==> config.mk <==
export PLATFORM = sky130hd
export DESIGN_NAME = mission_seq
export DESIGN_NICKNAME = d
export VERILOG_FILES = /design/src/rtl/mission_seq.sv
export SDC_FILE = /design/constraint.sdc
export NUM_CORES = 1
export LEC_CHECK = 0
export ABC_AREA = 1
export BUFFER_PORTS_ARGS = -buffer_cell sky130_fd_sc_hd__buf_4
export CORE_MARGIN = 10
export CORE_UTILIZATION = 45
export DETAILED_ROUTE_END_ITERATION = 8
export PLACE_DENSITY = 0.65
export SYNTH_ARGS = -nofsm -noshare
export SYNTH_HDL_FRONTEND = slang
export SYNTH_SLANG_ARGS = --single-unit
==> constraint.sdc <==
create_clock -name clk -period 1.9 [get_ports clk]
set_input_delay 0.095 -clock clk [delete_from_list [all_inputs] [get_ports clk]]
set_output_delay 0.095 -clock clk [all_outputs]
set_load 0.01 [all_outputs]
==> src/rtl/mission_seq.sv <==
// mission_seq: line-follower mission sequencer (IDLE/FOLLOW/TURN/REVERSE/STOP/DONE).
// Define MISSION_TIMEOUT_EN to add a watchdog on FOLLOW/REVERSE that forces STOP with err.
module mission_seq #(
  parameter int unsigned TURN_CYCLES    = 5000000,
  parameter int unsigned SETTLE_CYCLES  = 1000000,
  parameter int unsigned TIMEOUT_CYCLES = 50000000
) (
  input  logic       clk,
  input  logic       rst_n,
  input  logic       start,
  input  logic       abort,
  input  logic [2:0] target,
  input  logic [2:0] count,
  input  logic       rev_flag,
  output logic       T,
  output logic       REV,
  output logic       busy,
  output logic       done,
  output logic       err,
  output logic [2:0] state
);

  localparam int unsigned MAX_A = (TURN_CYCLES > SETTLE_CYCLES) ? TURN_CYCLES : SETTLE_CYCLES;
  localparam int unsigned MAX_C = (MAX_A > TIMEOUT_CYCLES) ? MAX_A : TIMEOUT_CYCLES;
  localparam int unsigned CW    = (MAX_C < 2) ? 1 : $clog2(MAX_C + 1);

  localparam logic [CW-1:0] TURN_LAST   = CW'(TURN_CYCLES - 1);
  localparam logic [CW-1:0] SETTLE_LAST = CW'(SETTLE_CYCLES - 1);
`ifdef MISSION_TIMEOUT_EN
  localparam logic [CW-1:0] TIMEOUT_LAST = CW'(TIMEOUT_CYCLES - 1);
`endif

  typedef enum logic [2:0] {
    S_IDLE    = 3'd0,
    S_FOLLOW  = 3'd1,
    S_TURN    = 3'd2,
    S_REVERSE = 3'd3,
    S_STOP    = 3'd4,
    S_DONE    = 3'd5
  } state_e;

  state_e          state_q, state_d;
  logic [CW-1:0]   cyc_q, cyc_d;
  logic [2:0]      base_q, base_d;
  logic [2:0]      tgt_q, tgt_d;
  logic            err_q, err_d;
  logic [2:0]      progress;
  logic            counting;

  always_comb begin
    state_d  = state_q;
    base_d   = base_q;
    tgt_d    = tgt_q;
    err_d    = err_q;
    progress = count - base_q;

    case (state_q)
      S_IDLE: begin
        if (start && !abort) begin
          base_d  = count;
          tgt_d   = target;
          err_d   = 1'b0;
          state_d = (target == 3'd0) ? S_TURN : S_FOLLOW;
        end
      end
      S_FOLLOW: begin
        if (abort) begin
          state_d = S_STOP;
          err_d   = 1'b1;
        end
`ifdef MISSION_TIMEOUT_EN
        else if (cyc_q == TIMEOUT_LAST) begin
          state_d = S_STOP;
          err_d   = 1'b1;
        end
`endif
        else if (progress == tgt_q) begin
          state_d = S_TURN;
        end
      end
      S_TURN: begin
        if (abort) begin
          state_d = S_STOP;
          err_d   = 1'b1;
        end else if (cyc_q == TURN_LAST) begin
          state_d = S_REVERSE;
        end
      end
      S_REVERSE: begin
        if (abort) begin
          state_d = S_STOP;
          err_d   = 1'b1;
        end
`ifdef MISSION_TIMEOUT_EN
        else if (cyc_q == TIMEOUT_LAST) begin
          state_d = S_STOP;
          err_d   = 1'b1;
        end
`endif
        else if (rev_flag) begin
          state_d = S_STOP;
        end
      end
      S_STOP: begin
        if (cyc_q == SETTLE_LAST) state_d = S_DONE;
      end
      S_DONE:  state_d = S_IDLE;
      default: state_d = S_IDLE;
    endcase

    // The counter only runs in timed states and restarts on every state change,
    // so it tops out one below the relevant limit and never wraps.
`ifdef MISSION_TIMEOUT_EN
    counting = (state_q == S_TURN) || (state_q == S_STOP) ||
               (state_q == S_FOLLOW) || (state_q == S_REVERSE);
`else
    counting = (state_q == S_TURN) || (state_q == S_STOP);
`endif
    if (state_d != state_q) begin
      cyc_d = '0;
    end else if (counting) begin
      cyc_d = cyc_q + 1'b1;
    end else begin
      cyc_d = cyc_q;
    end
  end

  always_ff @(posedge clk or negedge rst_n) begin
    if (!rst_n) begin
      state_q <= S_IDLE;
      cyc_q   <= '0;
      base_q  <= '0;
      tgt_q   <= '0;
      err_q   <= 1'b0;
    end else begin
      state_q <= state_d;
      cyc_q   <= cyc_d;
      base_q  <= base_d;
      tgt_q   <= tgt_d;
      err_q   <= err_d;
    end
  end

  always_comb begin
    REV = 1'b1;
    T   = 1'b1;
    case (state_q)
      S_IDLE:    begin REV = 1'b1; T = 1'b1; end
      S_FOLLOW:  begin REV = 1'b0; T = 1'b1; end
      S_TURN:    begin REV = 1'b0; T = 1'b0; end
      S_REVERSE: begin REV = 1'b1; T = 1'b0; end
      default:   begin REV = 1'b1; T = 1'b1; end
    endcase
  end

  assign busy  = (state_q != S_IDLE);
  assign done  = (state_q == S_DONE);
  assign err   = err_q;
  assign state = state_q;

endmodule

# --- Word level (Yosys, flattened, before mapping) ---
# Index checks and enable logic that the tools add are counted.
totals:
  register_bits: 36
  latchBits: 0
  mem_bits_rw: 0
  romBits: 0
  input_bits: 11
  output_inout_bits: 8
  mem_count: 0
op_classes:
  add_sub_neg: 2
  mul: 0
  div: 0
  order_cmp: 0
  eq_ne: 11
  n_shift: 0
  n_mux: 17
  bitwise_logic: 0
  reduce_logical: 13
ops:
  columns: ["cell", "count"]
  rows:
  - ["$mux W26", 2]
  - ["$add A26 B1 Y26 const B", 1]
  - ["$eq A26 B20 Y1 const B", 1]
  - ["$eq A26 B23 Y1 const B", 1]
  - ["$mux W3", 8]
  - ["$pmux W3 S5", 1]
  - ["$eq A3 B2 Y1 const B", 2]
  - ["$eq A3 B3 Y1 const B", 2]
  - ["$logic_not A3 Y1", 2]
  - ["$mux W1", 4]
  - ["$reduce_bool A2 Y1", 2]
  - ["$reduce_or A2 Y1", 2]
  - ["$eq A3 B1 Y1 const B", 1]
  - ["$eq A3 B3 Y1", 1]
  - ["$ne A3 B3 Y1", 1]
  - ["$reduce_and A3 Y1", 1]
  - ["$reduce_bool A3 Y1", 1]
  - ["$reduce_or A3 Y1", 1]
  - ["$sub A3 B3 Y3", 1]
  - ["$mux W2", 1]
  - ["$ne A2 B1 Y1 const B", 1]
  - ["$ne A2 B2 Y1 const B", 1]
  - ["$pmux W1 S2", 1]
  - ["$reduce_and A2 Y1", 1]
  - ["3 further kinds", 3]

# --- Depth between registers and ports, before layout ---
# Gate-level depths: netlist of the first run.
depth:
  depth_word: 7
  ltp_mapped: 18
  depth_no_buf: 17

# --- Worst setup path before layout of the first run ---
# Ideal clock, no wire load.
synth_timing:
  kind: "reg-to-reg"
  start: "register base_q[0]"
  end: "register cyc_q[11]"
  t_arrival_ns: 1.995
  required_time_ns: 1.831
  setup_slack_ns: -0.164
  stages_incl_launch_ff: 13
  path_buffers: 1
  synth_period_minus_slack_ns: 2.064
  path_cell_list: "dfrtp_1 ha_1 fa_1 xnor2_1 nor2_1 nand2_1 nand2_1 nand2_1 nand2_1 xor2_1 nand2_4 buf_6 nor2_2"
synth_via:
  elab_chain_len: 7
  elab_cells_between_ends: 8
synth_lines:
  columns: ["item", "line_no", "source"]
  rows:
  - ["start, declared", "44", "logic [2:0] base_q, base_d;"]
  - ["start signal, assigned", "138", "base_q <= base_d;"]
  - ["$sub A3 B3 Y3 (*)", "55", "progress = count - base_q;"]
  - ["$eq A3 B3 Y1 (*)", "77", "else if (progress == tgt_q) begin"]
  - ["$mux W3 (*)", "77", null]
  - ["$mux W3 (*)", "67", "if (abort) begin"]
  - ["$pmux W3 S5 (*)", "57", "case (state_q)"]
  - ["named net state_d[1]", "42", "state_e state_q, state_d;"]
  - ["$ne A3 B3 Y1 (*)", "119", "if (state_d != state_q) begin"]
  - ["$mux W26 / $reduce_bool A2 Y1 (equally long branches)", null, null]
  - ["end signal, assigned", "137", "cyc_q <= cyc_d;"]
  - ["end, declared", "43", "logic [CW-1:0] cyc_q, cyc_d;"]
# The timed path passes the listed nets; every way through them passes the cells marked *.
# A chain may end at the register's enable or synchronous reset.

# --- Final worst setup path of the first run ---
layout_timing:
  start: "register base_q[0]"
  end: "register cyc_q[17]"
# The elaborated chain is that of the path after synthesis.

==> results.tsv, run 1 <==
stage	metric	value	unit
status	status	finished, violations left	
status	violations	setup timing	
synth	yosysMostFrequentCell	nand2_1	
cts	clkTransAtPathRegs	80	ps
floorplanning	dieArea	0.008363	mm2
timing	skew	8.117	ps
floorplanning	core-area	0.004848	mm2
synth	synthTopCellsByArea	dfrtp_1, nand2_1, inv_1, xor2_1, nor2_1	
route	drt_iter0_markers	67	
synth	yosysSeqAreaShare	39.22	%
worst_setup_path	cp-end-kind	register	
timing	fin_crit_sh	114.6	%
power_and_ir_drop	p_total	0.002501	W
timing	slew_viol_final	0	
min_path	hp-class	in2reg	
synth	avgSynthCellArea	7.363	um2
synth	ys_top_cells_by_count	nand2_1, inv_1, nor2_1, dfrtp_1, nand3_1	
synth	yosys_warnings	0	
worst_setup_path	worstReg2RegEnd	cyc_q[17]$_DFFE_PN0P_	
timing	max-slew-margin-rel	68.97	%
worst_setup_path	crit-reg2reg-launch	base_q[0]$_DFFE_PN0P_	
synth	synth_cells	312	
route	ant_nets	0	
global_route	track_usage	12.66	%
global_route	grt_max_degree	37	
worst_setup_path	reg2reg_setup_slack	-280	ps
power_and_ir_drop	p_leak	1.295	nW
worst_setup_path	reg2regPathDepth	12	
route	num_vias	2009	
cts	ctsLongestPathBuffers	2	
timing	rsz0062_at_grt	yes	
place	dp_slack	-297.9	ps
min_path	worstHoldStart	target[1]	
route	drt_wl_total	5.113	mm
floorplanning	chipHeight	91.45	um
cts	htreeDepth	2	
route	dr.pass1.iters	4	
min_path	min_to	tgt_q[1]$_DFFE_PN0P_	
synth	ys_async_sr_fraction	100.0	%
timing	tns	-6759	ps
layout	num-nets-final	362	
layout	antenna_cells	0	
timing	fmax	459.1	MHz
place	port_buffers	18	
global_route	antenna_found_initial	0	
synth	synth_top_area_share	39.22	%
synth	ys.flop_type	dfrtp_1	
place	dpl_cell_area	0.002616	mm2
route	wire_per_inst	12.29	um
timing	finalSetupViolCount	26	
timing	min_period	2178	ps
route	avgViaCountPerCell	4.829	
timing	worst_pin_slew	465.4	ps
global_route	grt_pass1_vias	2009	
worst_setup_path	cp-start-kind	register	
synth	synthesis.area	0.002297	mm2
global_route	grt_remaining_overflow	0	
power_and_ir_drop	peakVddDrop	0.0003790	V
worst_setup_path	cp.required	2120	ps
min_path	holdPathStages	3	
synth	yosys.cell_types.count	29	
route	drc	0	
job	drv_cap	0	
global_route	grt_pass1_wl	8.949	mm
cts	cts-buffers-inserted	5	
timing	setup_ws	-278.3	ps
cts	cts_tree	built	
cts	cts.sinks	36	
layout	drive_gt1_share	22.64	%
floorplanning	rows	25	
floorplanning	ios	19	
timing	finalHoldViolations	0	
power_and_ir_drop	power_density	915.7	mW/mm2
synth	yosys_register_bits	36	
place	place.gp.congestion	0.8759	
synth	synth_edf_count	0	
cts	cts-root-buf	clkbuf_8	
layout	synthToLayoutAreaGrowth	18.90	%
layout	fin_area	0.002731	mm2
worst_setup_path	crit_fanout	11	
synth	synth_largest_area_cell	dfrtp_1	
synth	syn-num-nets	326	
floorplanning	die_w	91.45	um
place	dp_hpwl	4.004	mm
worst_setup_path	arrival	2400	ps
floorplanning	initial_utilization	47.38	%
cts	clkLatencyLatePin	290	ps
worst_setup_path	worst-setup-path-type	reg2reg	
through the flow:
stage / instances / util [%] / hold slack [ps]
final: 416 / 56.34 / 28.56
after global routing: 416 / 56.34 / 33.77
after CTS: 415 / 56.03 / 24.48
after detailed placement: 406 / 53.96 / 83.91
after global placement: 406 / 53.96 / 78.14
after floorplan: 312 / - / -200.6
registers in the layout, summed over array words and instances (netlist names):
signal / cells
cyc_q: 26
base_q: 3
state: 3
err: 1
tgt_q: 3
logic make-up (layout without fill, tap and decap cells):
family / count (synthesis) / after routing / synth area share (%)
and+or+nand+nor: 193 / 193 / 39.11
muxes: 1 / 1 / 0.4357
buffers and inverters: 48 / 85 / 8.551
DFF: 36 / 36 / 39.22
adders and majority gates: 3 / 3 / 1.961
xor gates and xnor gates: 22 / 22 / 8.388
AOI/OAI and AO/OA: 9 / 9 / 2.342
critical path: stages (launching register included):
cell	delay (ps)
dfrtp_1	390
ha_2	180
fa_2	530
xnor2_1	70
nor2_1	130
nand2_1	70
nand2_1	50
nand2_1	60
nand2_2	80
xor2_2	210
nand2_4	100
buf_12	160
nor2_2	80
layout make-up:
cell class / instances / area, um2
Tap cell: 67 / 83.83
Inverter: 45 / 168.9
Clock buffer: 5 / 68.82
Sequential cell: 36 / 900.9
Clock inverter: 3 / 18.77
Multi-Input combinational cell: 228 / 1222
Fill cell: 471 / 2117
Timing Repair Buffer: 32 / 267.8
metal layers:
| metal | routed length [um] | track usage [%] | up-vias |
|---|---|---|---|
| li1 | - | - | 1034 |
| met1 | 2398 | 15.15 | 915 |
| met2 | 2341 | 20.97 | 48 |
| met3 | 264 | 3.704 | 12 |
| met4 | 109 | 4.569 | 0 |
| met5 | 0 | 0 | - |
report_power, final:
group          total [W]  internal (W)  switching, W  leakage [nW]
Sequential      0.000956      0.000872     0.0000831         0.489
Combinational   0.000999      0.000430      0.000569         0.759
Clock           0.000547      0.000255      0.000291        0.0479
Total            0.00250       0.00156      0.000943          1.30
layout by cell type (no fill, tap or decap), drive strengths merged, types with 2 or more instances in the layout:
cell type  netlist  routed
nand2           85      85
nor2            60      60
inv             45      45
dfrtp           36      36
buf              3      31
nand3           24      24
xor2            16      16
nor3            12      12
nand4            7       7
xnor2            6       6
o21ai            5       5
clkbuf           0       5
clkinv           0       3
nor4             2       2
nand3b           2       2
ha               2       2
worst max-delay path by stage:
stage | from | to | slack [ps]
2_1_floorplan | base_q[0]$_DFFE_PN0P_ | cyc_q[12]$_DFFE_PN0P_ | -110
3_3_place_gp | base_q[0]$_DFFE_PN0P_ | cyc_q[6]$_DFFE_PN0P_ | -240
3_5_place_dp | base_q[0]$_DFFE_PN0P_ | cyc_q[3]$_DFFE_PN0P_ | -300
4_1_cts | base_q[0]$_DFFE_PN0P_ | cyc_q[7]$_DFFE_PN0P_ | -300
5_1_grt | base_q[0]$_DFFE_PN0P_ | cyc_q[0]$_DFFE_PN0P_ | -390
6_report | base_q[0]$_DFFE_PN0P_ | cyc_q[17]$_DFFE_PN0P_ | -280
repair_timing:
action | 4_1_cts | 5_1_grt
hold buffers | 1 | 0
resized for setup | 1 | 3
setup endpoints to repair | 26 | 27
setup buffers | 0 | 1
pin swaps | 2 | 3
hold endpoints to repair | 36 | 0
No activity file was read; power rests on OpenSTA's default activity.
==> inputs of run 2 (changes only) <==
- TNS_END_PERCENT: not set -> 5
==> run 2 against run 1 <==
  * The run still ends with setup timing left
  * Highest routed layer unchanged
  * Count of clock-buffer cells in the layout up 1
  * Register-to-register slack gained 30 ps
  * Sequential cell count unchanged
  * Fmax is 1.2% higher
  * Final cell count decreased by 0.24%
  * Clock skew barely moved
  * Clock power up 3.8%
  * Global-route usage rose by 0.28 points
  * Critical endpoint is now cyc_q[1]$_DFFE_PN0P_
  * Via count decreased by 2.0%
  * First-iteration DRC count increased by 67%
  * Combinational power barely moved
==> results.tsv, run 2 (synthesized netlist as in run 1, its figures left out) <==
stage	metric	value	unit
cts	cts_tree	built	
floorplanning	dieArea	0.008363	mm2
global_route	top_usage_layer	met2	
worst_setup_path	cp-start-kind	register	
layout	layout_common_cells	nand2_1, inv_1, nor2_1, dfrtp_1, buf_4	
place	port_buffers	18	
route	dr.pass1.iters	4	
cts	clkTransAtPathRegs	80	ps
timing	worst_hold_slack	12.48	ps
layout	drive_gt1_share	22.41	%
min_path	hp-class	in2reg	
layout	antenna_cells	0	
cts	ctsLongestPathBuffers	2	
global_route	grt_max_degree	37	
place	place.gp.congestion	0.8836	
power_and_ir_drop	peakVddDrop	0.0004554	V
worst_setup_path	reg2reg_setup_slack	-250	ps
status	violations	setup timing	
route	avgViaCountPerCell	4.745	
global_route	antenna_found_initial	0	
route	drt_iter0_markers	112	
cts	cts-root-buf	clkbuf_8	
worst_setup_path	cp-end-kind	register	
min_path	worstHoldStart	target[0]	
place	dpl_cell_area	0.002611	mm2
timing	finalSetupViolCount	26	
layout	synthToLayoutAreaGrowth	18.79	%
timing	rsz0062_at_grt	yes	
global_route	use_met2	21.09	%
floorplanning	ios	19	
cts	clkLatencyLatePin	290	ps
layout	regMostFlops	cyc_q	
route	ant_nets	0	
worst_setup_path	worst-setup-path-type	reg2reg	
timing	max-slew-margin-rel	68.39	%
route	drt_wl_total	4.948	mm
floorplanning	rows	25	
layout	final_common_cell	nand2_1	
cts	htreeDepth	2	
status	status	finished, violations left	
power_and_ir_drop	p_leak	1.293	nW
floorplanning	die_w	91.45	um
global_route	grt_pass1_wl	9.246	mm
timing	finalHoldViolations	0	
place	dp_slack	-302.2	ps
timing	min_period	2152	ps
layout	largest_register_ffs	26	
worst_setup_path	crit-reg2reg-launch	base_q[0]$_DFFE_PN0P_	
worst_setup_path	cp.required	2080	ps
layout	num-nets-final	361	
global_route	track_usage	12.94	%
route	drc	0	
worst_setup_path	crit_start	base_q[0]$_DFFE_PN0P_	
place	dp_hpwl	3.836	mm
floorplanning	chipHeight	91.45	um
timing	skew	7.833	ps
timing	worst_pin_slew	474.1	ps
timing	fmax	464.8	MHz
cts	cts-buffers-inserted	5	
global_route	gr-usage-met1	16.29	%
power_and_ir_drop	power_density	927.8	mW/mm2
floorplanning	initial_utilization	47.38	%
cts	cts.sinks	36	
timing	fin_crit_sh	113.2	%
timing	setup_ws	-251.6	ps
timing	tns	-5983	ps
route	num_vias	1969	
job	drv_cap	0	
global_route	grt_remaining_overflow	0	
layout	fin_area	0.002729	mm2
floorplanning	core-area	0.004848	mm2
worst_setup_path	arrival	2330	ps
global_route	grtUsageMet3	3.457	%
route	wire_per_inst	11.92	um
timing	slew_viol_final	0	
worst_setup_path	crit_fanout	15	
global_route	grt_pass1_vias	2067	
-- run 2: critical path, cell delays in order (launching register included) --
cell and delay, ps:
dfrtp_1 390, ha_2 180, fa_2 520, xnor2_1 60, nor2_1 130, nand3_1 100, nand2_1 60, inv_1 40
nand2_2 60, nand2_2 60, nand2_2 60, nand2_2 70, nand2_4 90, buf_12 160, nor2_2 40
-- run 2: layout make-up --
type / count / area, um2
inverters: 45 / 168.9
clock inverters: 2 / 10.01
multi-input cells: 228 / 1222
flip-flops and latches: 36 / 900.9
fillers: 477 / 2120
well taps: 67 / 83.83
clock buffers: 6 / 82.58
repair buffers: 31 / 260.3
-- run 2: repair_timing --
action                                  4_1_cts  5_1_grt
endpoints found under the setup margin       26       26
gates resized for setup                       4        2
buffers inserted                              0        0
hold buffers                                  1        0
endpoints found under the hold margin        36        0
-- run 2: where the power goes --
group / leakage (nW) / switching [W] / internal [W]
Sequential: 0.489 / 0.0000829 / 0.000873
Combinational: 0.754 / 0.000570 / 0.000438
Clock: 0.0510 / 0.000279 / 0.000289
Total: 1.29 / 0.000932 / 0.00160
-- run 2: per-layer routing --
layer / share of wire [%] / vias to the layer above
met5: 0 / -
met4: 1.0 / 0
met3: 4.8 / 5
met2: 44 / 34
met1: 50 / 891
li1: - / 1039
-- run 2: worst paths after layout --
kind / endpoint / cells after the start
worst max-delay path: cyc_q[1]$_DFFE_PN0P_ / 14
worst min-delay path: tgt_q[0]$_DFFE_PN0P_ / 3
worst max register to register: cyc_q[1]$_DFFE_PN0P_ / 14
worst min register to register: err$_DFFE_PN0P_ / 2
max in group asynchronous: state[2]$_DFF_PN0_ / 2
min in group asynchronous: tgt_q[0]$_DFFE_PN0P_ / 2
-- run 2: metrics by stage --
step                power, W  std cells  utilization, %
floorplan           0.001597        312               -
global placement    0.001963        406           53.86
detailed placement  0.001977        406           53.86
CTS                 0.002564        415           56.18
global route        0.002733        415           56.28
finish              0.002532        415           56.28
